### src/rtl/serial_in_rx.sv
// 8N1 UART receiver: oversamples the rxd line on m_clock and recovers bytes.
// Each accepted byte produces a one-cycle done strobe and sets a sticky rxready flag.
module serial_in_rx #(
  parameter int unsigned CLKS_PER_BIT = 434
) (
  input  logic       m_clock,
  input  logic       p_reset,
  input  logic       rxd,
  input  logic       port_read,
  output logic       rxready,
  output logic [7:0] data,
  output logic       done
);

  localparam logic [15:0] HALF_CNT = 16'(CLKS_PER_BIT / 2);
  localparam logic [15:0] FULL_CNT = 16'(CLKS_PER_BIT - 1);

  typedef enum logic [2:0] {
    IDLE      = 3'd0,
    START     = 3'd1,
    DATA      = 3'd2,
    STOP      = 3'd3,
    WAIT_IDLE = 3'd4
  } state_t;

  state_t      state_q;
  logic        rx_meta_q, rx_sync_q;
  logic [15:0] clk_cnt_q;
  logic [2:0]  bit_cnt_q;
  logic [7:0]  shift_q;
  logic [7:0]  data_q;
  logic        done_q;
  logic        rxready_q;
  logic        accept;
  logic        rxready_d;

  // Good stop bit seen at its mid-point: the byte is accepted on this edge.
  assign accept = (state_q == STOP) && (clk_cnt_q == FULL_CNT) && rx_sync_q;

  // The acceptance event spans the done cycle, so a read during done
  // cannot cancel the flag for the byte being delivered.
  assign rxready_d = accept | done_q | (rxready_q & ~port_read);

  always_ff @(posedge m_clock) begin
    if (p_reset) begin
      state_q   <= IDLE;
      rx_meta_q <= 1'b1;
      rx_sync_q <= 1'b1;
      clk_cnt_q <= '0;
      bit_cnt_q <= '0;
      shift_q   <= '0;
      data_q    <= '0;
      done_q    <= 1'b0;
      rxready_q <= 1'b0;
    end else begin
      rx_meta_q <= rxd;
      rx_sync_q <= rx_meta_q;
      done_q    <= 1'b0;
      rxready_q <= rxready_d;
      case (state_q)
        IDLE: begin
          clk_cnt_q <= '0;
          bit_cnt_q <= '0;
          if (!rx_sync_q) state_q <= START;
        end
        START: begin
          if (clk_cnt_q == HALF_CNT) begin
            clk_cnt_q <= '0;
            state_q   <= rx_sync_q ? IDLE : DATA;
          end else begin
            clk_cnt_q <= clk_cnt_q + 16'd1;
          end
        end
        DATA: begin
          if (clk_cnt_q == FULL_CNT) begin
            clk_cnt_q <= '0;
            shift_q   <= {rx_sync_q, shift_q[7:1]};
            bit_cnt_q <= bit_cnt_q + 3'd1;
            if (bit_cnt_q == 3'd7) state_q <= STOP;
          end else begin
            clk_cnt_q <= clk_cnt_q + 16'd1;
          end
        end
        STOP: begin
          if (clk_cnt_q == FULL_CNT) begin
            clk_cnt_q <= '0;
            if (accept) begin
              data_q  <= shift_q;
              done_q  <= 1'b1;
              state_q <= IDLE;
            end else begin
              state_q <= WAIT_IDLE;
            end
          end else begin
            clk_cnt_q <= clk_cnt_q + 16'd1;
          end
        end
        WAIT_IDLE: begin
          if (rx_sync_q) state_q <= IDLE;
        end
        default: state_q <= IDLE;
      endcase
    end
  end

  assign data    = data_q;
  assign done    = done_q;
  assign rxready = rxready_q;

endmodule

### config.mk
export PLATFORM = sky130hd
export DESIGN_NAME = serial_in_rx
export DESIGN_NICKNAME = d
export VERILOG_FILES = /design/src/rtl/serial_in_rx.sv
export SDC_FILE = /design/constraint.sdc
export NUM_CORES = 1
export LEC_CHECK = 0
export CAP_MARGIN = 20
export CORE_MARGIN = 3
export CORE_UTILIZATION = 45
export DETAILED_ROUTE_END_ITERATION = 8
export PLACE_DENSITY = 0.69
export SYNTH_ARGS = -nofsm -noshare
export SYNTH_HDL_FRONTEND = slang
export SYNTH_SLANG_ARGS = --single-unit
### constraint.sdc
create_clock -name m_clock -period 1.9 [get_ports m_clock]
set_input_delay 0.475 -clock m_clock [delete_from_list [all_inputs] [get_ports m_clock]]
set_output_delay 0.475 -clock m_clock [all_outputs]
set_load 0.1 [all_outputs]
==> results.yml, run 1 <==
run_status:
  status: "finished, final reports clean"
floorplanning:
  dieArea_um2: 5370
  start_util: 0.488
  core_um2: 4170
  die_w_um: 73.3
  num_rows: 23
  dieHeight_um: 73.3
  ioPinCount: 14
synthesis:
  synthArstFlopShare: 0
  syn_nets: 250
  yosys-top-cells-count: "dfxtp_1, nand2_1, nor2_1"
  synth_top_family_by_area: "simple AND/OR/NAND/NOR gates"
  synth_ff_type: "dfxtp_1"
  synth_edf_count: 0
  synth_seq_cells: 42
  synthCells: 242
  synth-compound-area-share: 0.177
  synth.area.mux_share: 0.0393
  netlist.area_leader.share: 0.413
  synth.area.top_cells: "dfxtp_1, nand2_1, a22o_1, mux2i_1, a21oi_1"
  yosysMostFrequentCell: "dfxtp_1"
  netlist_area_um2: 2040
  synth.distinct_cells: 47
  synth-seq-area-share: 0.413
  synth_top_cell_by_area: "dfxtp_1"
  synth_warnings: 0
  yosys.area_share.adder: 0.0246
  avgSynthCellArea_um2: 8.42
  synth-xor-area-share: 0
  synthSimpleGateAreaFrac: 0.298
cts:
  cts_tree: "built"
  clk_pin_slew_ns: 0.09
  ctsRootBufferMaster: "clkbuf_8"
  htreeDepth: 2
  clock_path_buffers: 2
  clock_latency_ns: 0.30
  cts.sinks: 42
  cts_made_buffers: 5
setup_path:
  crit_type: "flop to flop"
  cp-end-kind: "flop"
  critPathArrivalTime_ns: 2.05
  cp-start-kind: "flop"
  cp-startpoint: "clk_cnt_q[0]$_SDFFE_PP0P_"
  crit_required_ns: 2.10
  crit_end: "clk_cnt_q[12]$_SDFFE_PP0P_"
  crit_fanout: 5
  rrSetupSlack_ns: 0.05
  rr_worst_depth: 7
  rr_startpoint: "clk_cnt_q[0]$_SDFFE_PP0P_"
  r2r_end: "clk_cnt_q[12]$_SDFFE_PP0P_"
sta:
  fmax_mhz: 540
  hold_viol_final: 0
  setup_viol: 0
  hold_slack_ns: 0.421
  final_max_slew_viol_count: 0
  fin_skew_ns: 0.00559
  finalSetupTns_ns: 0
  tightest_slew_ns: 0.444
  finalCriticalPeriod_ns: 1.85
  slew_headroom: 0.704
  rsz0062_at_grt: "true"
  finalCritPeriodShare: 0.974
power:
  p_leak_nw: 1.12
  power_mw: 1.69
  ir_worst_vdd_mv: 0.516
  power_density_nw_per_um2: 629
route:
  drt_pass1_iterations: 4
  avgRoutedWirePerCell_um: 14.6
  vias_per_cell: 5.77
  vias: 1915
  ant_nets: 0
  drt_wl_total_um: 4860
  drc: 0
  drt-initial-drc-count: 177
finish:
  drive_gt1_frac: 0.277
  register_area_um2: 852
  n_antenna_cell: 0
  multi_input_area_um2: 1140
  areaGrowthSynthToFinish_pct: 32.2
  nFillCells: 324
  fin_nets: 289
place:
  gp_congestion: 0.887
  dp_hpwl_um: 3460
  io_buffer_count: 13
grt:
  grt_pass1_wl_um: 8230
  grt_max_degree: 23
  antenna_found_initial: 0
  grt_overflow: 0
  grt.total_usage: 0.195
  grt_pass1_vias: 1724
worst_hold_path:
  hp-start: "rx_meta_q$_SDFF_PP1_"
  min_path_cells: 1
  hold_path_class: "flop to flop"
flow_run:
  cap_violations: 0
## report_power, final
part	internal [mW]	switching (mW)	total, mW	leakage, nW
logic	0.0424	0.0484	0.0908	0.721
clock network	0.394	0.323	0.717	0.0585
registers	0.884	0.00371	0.887	0.343
## metrics by stage
stage / cells / instance area (µm²) / worst slack (ns) / utilization
3_3_place_gp: 323 / 2520 / 0.00462 / 0.604
6_report: 332 / 2690 / 0.0496 / 0.646
3_5_place_dp: 323 / 2520 / -0.00543 / 0.604
2_1_floorplan: 242 / 2040 / 0.0784 / -
5_1_grt: 332 / 2690 / -0.0281 / 0.646
4_1_cts: 331 / 2640 / 0.00264 / 0.633
## area by class of cell
cell class / count / area share
timing repair buffer: 49 / 0.187
clock buffer: 5 / 0.0255
clock inverter: 3 / 0.0163
multi-input combinational: 176 / 0.422
tap: 50 / 0.0232
sequential: 42 / 0.316
inverter: 7 / 0.00975
## cell families (layout without fill, tap and decap cells)
| family | count (synthesis) | after routing |
|---|---|---|
| muxes | 8 | 8 |
| and+or+nand+nor | 113 | 113 |
| AOI/OAI and AO/OA | 51 | 51 |
| DFF | 42 | 42 |
| adders and majority gates | 4 | 4 |
| buffers and inverters | 24 | 64 |
## registers in the layout, indices dropped and copies added (netlist names)
signal / flops
done: 1
bit_cnt_q: 3
shift_q: 8
state_q: 3
rxready: 1
rx_meta_q: 1
clk_cnt_q: 16
rx_sync_q: 1
data: 8
## placed cells by master (no fill, tap or decap), types with 4 or more instances in the layout
cell type / netlist / layout
dfxtp_1: 42 / 33
nor2_1: 17 / 17
nand3_1: 10 / 9
clkbuf_8: 0 / 5
dfxtp_2: 0 / 9
o31ai_1: 6 / 6
inv_1: 6 / 6
nand2_1: 35 / 35
ha_1: 4 / 4
nand4_1: 7 / 7
a31oi_1: 5 / 5
nor3_1: 9 / 7
buf_4: 0 / 35
nor4_1: 4 / 4
mux2i_1: 8 / 8
a21oi_1: 15 / 15
a22o_1: 11 / 10
buf_12: 0 / 10
## what timing repair did
item                       4_1_cts  5_1_grt
pin swaps                        0        5
setup endpoints to repair        3       12
hold buffers                     0        0
setup buffers                    0        1
resized for setup                3       15
## per-layer routing
metal / vias up / GRT usage / share of wire
li1: 960 / - / -
met1: 905 / 0.297 / 0.49
met2: 44 / 0.269 / 0.43
met3: 6 / 0.0492 / 0.063
met4: 0 / 0.0584 / 0.013
met5: - / 0 / 0
## critical path, cell delays in order, from the launching register on
cell	delay, ns
dfxtp_2	0.37
ha_1	0.19
and4b_1	0.19
nand4_1	0.14
buf_4	0.17
a22o_2	0.25
a31o_1	0.22
a22o_1	0.22
## how the worst min path moves through the flow
| stage | end | slack, ns |
|---|---|---|
| global placement | rx_sync_q$_SDFF_PP1_ | 0.40 |
| floorplan | rx_sync_q$_SDFF_PP1_ | 0.39 |
| detailed placement | rx_sync_q$_SDFF_PP1_ | 0.41 |
| CTS | rx_sync_q$_SDFF_PP1_ | 0.43 |
| global route | rx_sync_q$_SDFF_PP1_ | 0.45 |
| finish | rx_sync_q$_SDFF_PP1_ | 0.42 |
(Power assumes the default switching activity.)
==> run 2: changes to the inputs <==
Settings changed: PLACE_DENSITY 0.69 to 0.65.
==> run 2 against run 1 <==
Count of clock-buffer cells in the layout is the same. Largest power group unchanged. Utilization down 0.63 points. Highest routed layer unchanged. Register-to-register slack got worse by 0.02 ns. Largest cell class unchanged. Sequential cell count is the same. Critical endpoint is now clk_cnt_q[10]$_SDFFE_PP0P_. Hold slack lost 0.0057 ns. Power decreased by 5.9%. Sequential power about the same.
==> results.yml, run 2 (synthesis results as in run 1) <==
run_status:
  status: "finished, final reports clean"
finish:
  drive_gt1_frac: 0.282
  final_cell_mix: "nand2_1, dfxtp_1, buf_4"
  fin_area_um2: 2670
  top_register: "clk_cnt_q"
  multi_input_area_um2: 1130
  final_cell_count_no_fill: 330
  areaGrowthSynthToFinish_pct: 30.9
  register_area_um2: 852
  fin_nets: 287
  layout_commonest_cell: "nand2_1"
  nFillCells: 355
  n_antenna_cell: 0
  largest_reg_flops: 16
setup_path:
  cp-start-kind: "flop"
  crit_type: "flop to flop"
  crit_required_ns: 2.13
  rrSetupSlack_ns: 0.03
  critPathArrivalTime_ns: 2.10
  r2r_end: "clk_cnt_q[10]$_SDFFE_PP0P_"
  cp-end-kind: "flop"
  rr_worst_depth: 8
  crit_fanout: 3
  rr_startpoint: "clk_cnt_q[1]$_SDFFE_PP0P_"
  cp-startpoint: "clk_cnt_q[1]$_SDFFE_PP0P_"
sta:
  setup_slack_ns: 0.0341
  final_max_slew_viol_count: 0
  rsz0062_at_grt: "true"
  setup_viol: 0
  hold_slack_ns: 0.415
  fin_skew_ns: 0.00425
  fmax_mhz: 536
  finalCritPeriodShare: 0.982
  hold_viol_final: 0
  tightest_slew_ns: 0.301
  finalCriticalPeriod_ns: 1.87
  slew_headroom: 0.796
route:
  avgRoutedWirePerCell_um: 14.9
  drt-initial-drc-count: 120
  ant_nets: 0
  vias_per_cell: 5.72
  drt_wl_total_um: 4930
  drc: 0
  drt_pass1_iterations: 4
  vias: 1888
floorplanning:
  core_um2: 4170
  num_rows: 23
  dieHeight_um: 73.3
  dieArea_um2: 5370
  ioPinCount: 14
  start_util: 0.488
  die_w_um: 73.3
place:
  gp_congestion: 0.792
  dp_hpwl_um: 3400
  io_buffer_count: 13
  place_area_um2: 2490
  dp_cells: 318
  place_ws_ns: -0.0741
cts:
  ctsRootBufferMaster: "clkbuf_8"
  htreeDepth: 2
  cts.sinks: 42
  clock_latency_ns: 0.31
  cts_made_buffers: 5
  clock_path_buffers: 2
  cts_tree: "built"
  cts_hold_buf: 0
  clk_pin_slew_ns: 0.09
power:
  power_density_nw_per_um2: 598
  ir_worst_vdd_mv: 0.335
  p_leak_nw: 1.08
grt:
  grt.total_usage: 0.197
  grt_max_degree: 16
  grt_pass1_wl_um: 8160
  antenna_found_initial: 0
  grt_pass1_vias: 1741
  grt_overflow: 0
flow_run:
  cap_violations: 0
worst_hold_path:
  min_path_cells: 1
  hp-start: "rx_meta_q$_SDFF_PP1_"
  hold_path_class: "flop to flop"
  holdPathEnd: "rx_sync_q$_SDFF_PP1_"
run 2: cell types whose count changed in the layout (fill, tap and decap cells not counted), sizes merged:
cell      previous run  this run
clkinvlp             0         1
buf                 46        44
bufinv               1         0
run 2: cell type report:
cell class | instances | share of cell area
multi-input cells | 176 | 0.425
well taps | 50 | 0.0235
inverters | 7 | 0.00985
flip-flops and latches | 42 | 0.319
clock buffers | 5 | 0.0258
clock inverters | 3 | 0.00938
repair buffers | 47 | 0.187
run 2: metal layers:
metal  global-route usage  part of all wire
met5                    0                 0
met4               0.0785             0.016
met3               0.0451             0.032
met2                0.281              0.44
met1                0.287              0.51
run 2: worst max-delay path by stage:
stage | cells past startpoint | to | slack, ns
finish | 8 | clk_cnt_q[10]$_SDFFE_PP0P_ | 0.03
global route | 7 | clk_cnt_q[13]$_SDFFE_PP0P_ | -0.04
CTS | 5 | clk_cnt_q[15]$_SDFFE_PP0P_ | 0.007
detailed placement | 8 | clk_cnt_q[10]$_SDFFE_PP0P_ | -0.07
global placement | 8 | clk_cnt_q[15]$_SDFFE_PP0P_ | 0.01
floorplan | 8 | clk_cnt_q[4]$_SDFFE_PP0P_ | 0.08
run 2: report_power, final:
group / switching (mW) / leakage, nW / internal [mW] / total, mW
clock: 0.350 / 0.0447 / 0.265 / 0.616
combinational: 0.0497 / 0.691 / 0.0426 / 0.0923
sequential: 0.00333 / 0.343 / 0.884 / 0.887
total: 0.403 / 1.08 / 1.19 / 1.59
run 2: through the flow:
stage / power [mW] / util / TNS, ns
after floorplan: 0.957 / - / 0
after global placement: 0.991 / 0.598 / 0
after detailed placement: 0.992 / 0.598 / -0.109
after CTS: 1.60 / 0.624 / 0
after global routing: 1.65 / 0.639 / -0.357
final: 1.59 / 0.639 / 0
run 2: repair_timing:
action | CTS | global route
resized for setup | 4 | 16
pin swaps | 3 | 6
buffers inserted | 0 | 3
cloned | 1 | 0
setup endpoints to repair | 2 | 13
run 2: critical path, cell delays in order (launching register included):
cell and delay [ns]:
dfxtp_2 0.34, buf_4 0.11, ha_1 0.20, nand3_2 0.11
nor3_2 0.12, buf_4 0.14, nand3_1 0.10, or4_4 0.49
a31oi_1 0.17
==> run 3: changes to the inputs <==
Settings changed: CORE_MARGIN 3 to 5.
==> run 3 against run 2 <==
Sequential share of layout area decreased by 0.13 points. Fmax decreased by 0.30%. Global-route usage decreased by 3.5 points. Die area increased by 11%. Hold slack improved by 0.015 ns. Design area increased by 0.84%. Utilization decreased by 2.6 points. Clock skew about the same. Non-clock buffer count decreased by 1. Combinational power about the same. Count of clock-buffer cells in the layout increased by 3. Final cell count increased by 0.30%. Critical path type unchanged. Highest routed layer unchanged.
==> results.yml, run 3 (synthesis results as in run 1) <==
route:
  drt-initial-drc-count: 192
  ant_nets: 0
  vias: 1868
  vias_per_cell: 5.64
  drc: 0
  drt_pass1_iterations: 4
  avgRoutedWirePerCell_um: 14.8
  drt_wl_total_um: 4890
sta:
  finalCritPeriodShare: 0.985
  setup_slack_ns: 0.0285
  hold_slack_ns: 0.430
  fmax_mhz: 534
  finalCriticalPeriod_ns: 1.87
  hold_viol_final: 0
  rsz0062_at_grt: "true"
  tightest_slew_ns: 0.347
  setup_viol: 0
  slew_headroom: 0.768
  finalSetupTns_ns: 0
  final_max_slew_viol_count: 0
  fin_skew_ns: 0.00432
setup_path:
  crit_type: "flop to flop"
  cp-end-kind: "flop"
  cp-start-kind: "flop"
  crit_fanout: 5
  crit_required_ns: 2.11
  critPathArrivalTime_ns: 2.08
grt:
  antenna_found_initial: 0
  grt_overflow: 0
  grt_pass1_vias: 1715
  grt.total_usage: 0.162
  grt_max_degree: 19
  grt_pass1_wl_um: 8070
finish:
  final_cell_count_no_fill: 331
  nFillCells: 375
  fin_area_um2: 2690
  final_cell_mix: "nand2_1, dfxtp_1, buf_4"
  areaGrowthSynthToFinish_pct: 32.0
  largest_reg_flops: 16
  drive_gt1_frac: 0.276
  n_antenna_cell: 0
  fin_nets: 286
  top_register: "clk_cnt_q"
  fin_util: 0.614
  layout_commonest_cell: "nand2_1"
cts:
  cts_tree: "built"
  clk_pin_slew_ns: 0.07
  ctsRootBufferMaster: "clkbuf_8"
  htreeDepth: 2
  clock_latency_ns: 0.28
  cts_hold_buf: 0
  clock_path_buffers: 2
  cts.sinks: 42
  cts_made_buffers: 5
power:
  p_leak_nw: 1.09
  power_mw: 1.63
  seqPwrFrac: 0.545
  ir_worst_vdd_mv: 0.461
  pwr-share-comb: 0.057
  pwr-share-clk: 0.399
  p_int_mw: 1.29
  power.switching_mw: 0.338
  switching_share: 0.207
  power_density_nw_per_um2: 605
place:
  dp_hpwl_um: 3410
  place_area_um2: 2500
  io_buffer_count: 13
  dp_cells: 322
  gp_congestion: 0.851
  place_ws_ns: -0.0199
floorplanning:
  core_um2: 4380
  num_rows: 24
  die_w_um: 77.3
  dieHeight_um: 77.3
  dieArea_um2: 5980
  start_util: 0.465
  ioPinCount: 14
run_status:
  status: "finished, final reports clean"
worst_hold_path:
  hold_path_class: "flop to flop"
flow_run:
  cap_violations: 0
-- run 3: repair_timing --
item	in CTS	in global routing
gates resized for setup	1	19
setup endpoints to repair	2	15
buffers inserted	0	1
pin swaps	0	5
-- run 3: final timing paths --
check | start | to | slack, ns | cells after the start
worst max-delay path | clk_cnt_q[1]$_SDFFE_PP0P_ | clk_cnt_q[10]$_SDFFE_PP0P_ | 0.03 | 8
worst min-delay path | rx_meta_q$_SDFF_PP1_ | rx_sync_q$_SDFF_PP1_ | 0.43 | 1
worst max register to register | clk_cnt_q[1]$_SDFFE_PP0P_ | clk_cnt_q[10]$_SDFFE_PP0P_ | 0.03 | 8
worst min register to register | rx_meta_q$_SDFF_PP1_ | rx_sync_q$_SDFF_PP1_ | 0.43 | 1
-- run 3: critical path, cell delays in order, from the launching register on --
cell and delay, ns:
dfxtp_4 0.37, inv_2 0.05, ha_4 0.15, and4b_1 0.16, nand4_1 0.15, a22oi_2 0.14, buf_4 0.18, or4_4 0.47
a31oi_1 0.14
-- run 3: area by class of cell --
cell class	instances	area (µm²)	share of cell area
clock buffer	8	110	0.0409
tap	52	65.1	0.0242
sequential	42	856	0.318
multi-input combinational	176	1150	0.429
timing repair buffer	46	478	0.178
inverter	7	26.3	0.00977
-- run 3: power by group through the flow --
stage               sequential, mW  combinational (mW)  clock (mW)
detailed placement           0.908              0.0829           0
finish                       0.886              0.0921       0.649
CTS                          0.887              0.0835       0.668
global placement             0.908              0.0834           0
floorplan                    0.907              0.0502           0
global route                 0.886              0.0980       0.709
-- run 3: per-layer routing --
metal | GRT usage | vias up | wire length, µm
li1 | - | 957 | -
met4 | 0.0533 | 0 | 72
met2 | 0.232 | 40 | 2190
met5 | 0 | - | 0
met1 | 0.240 | 862 | 2410
met3 | 0.0340 | 9 | 214
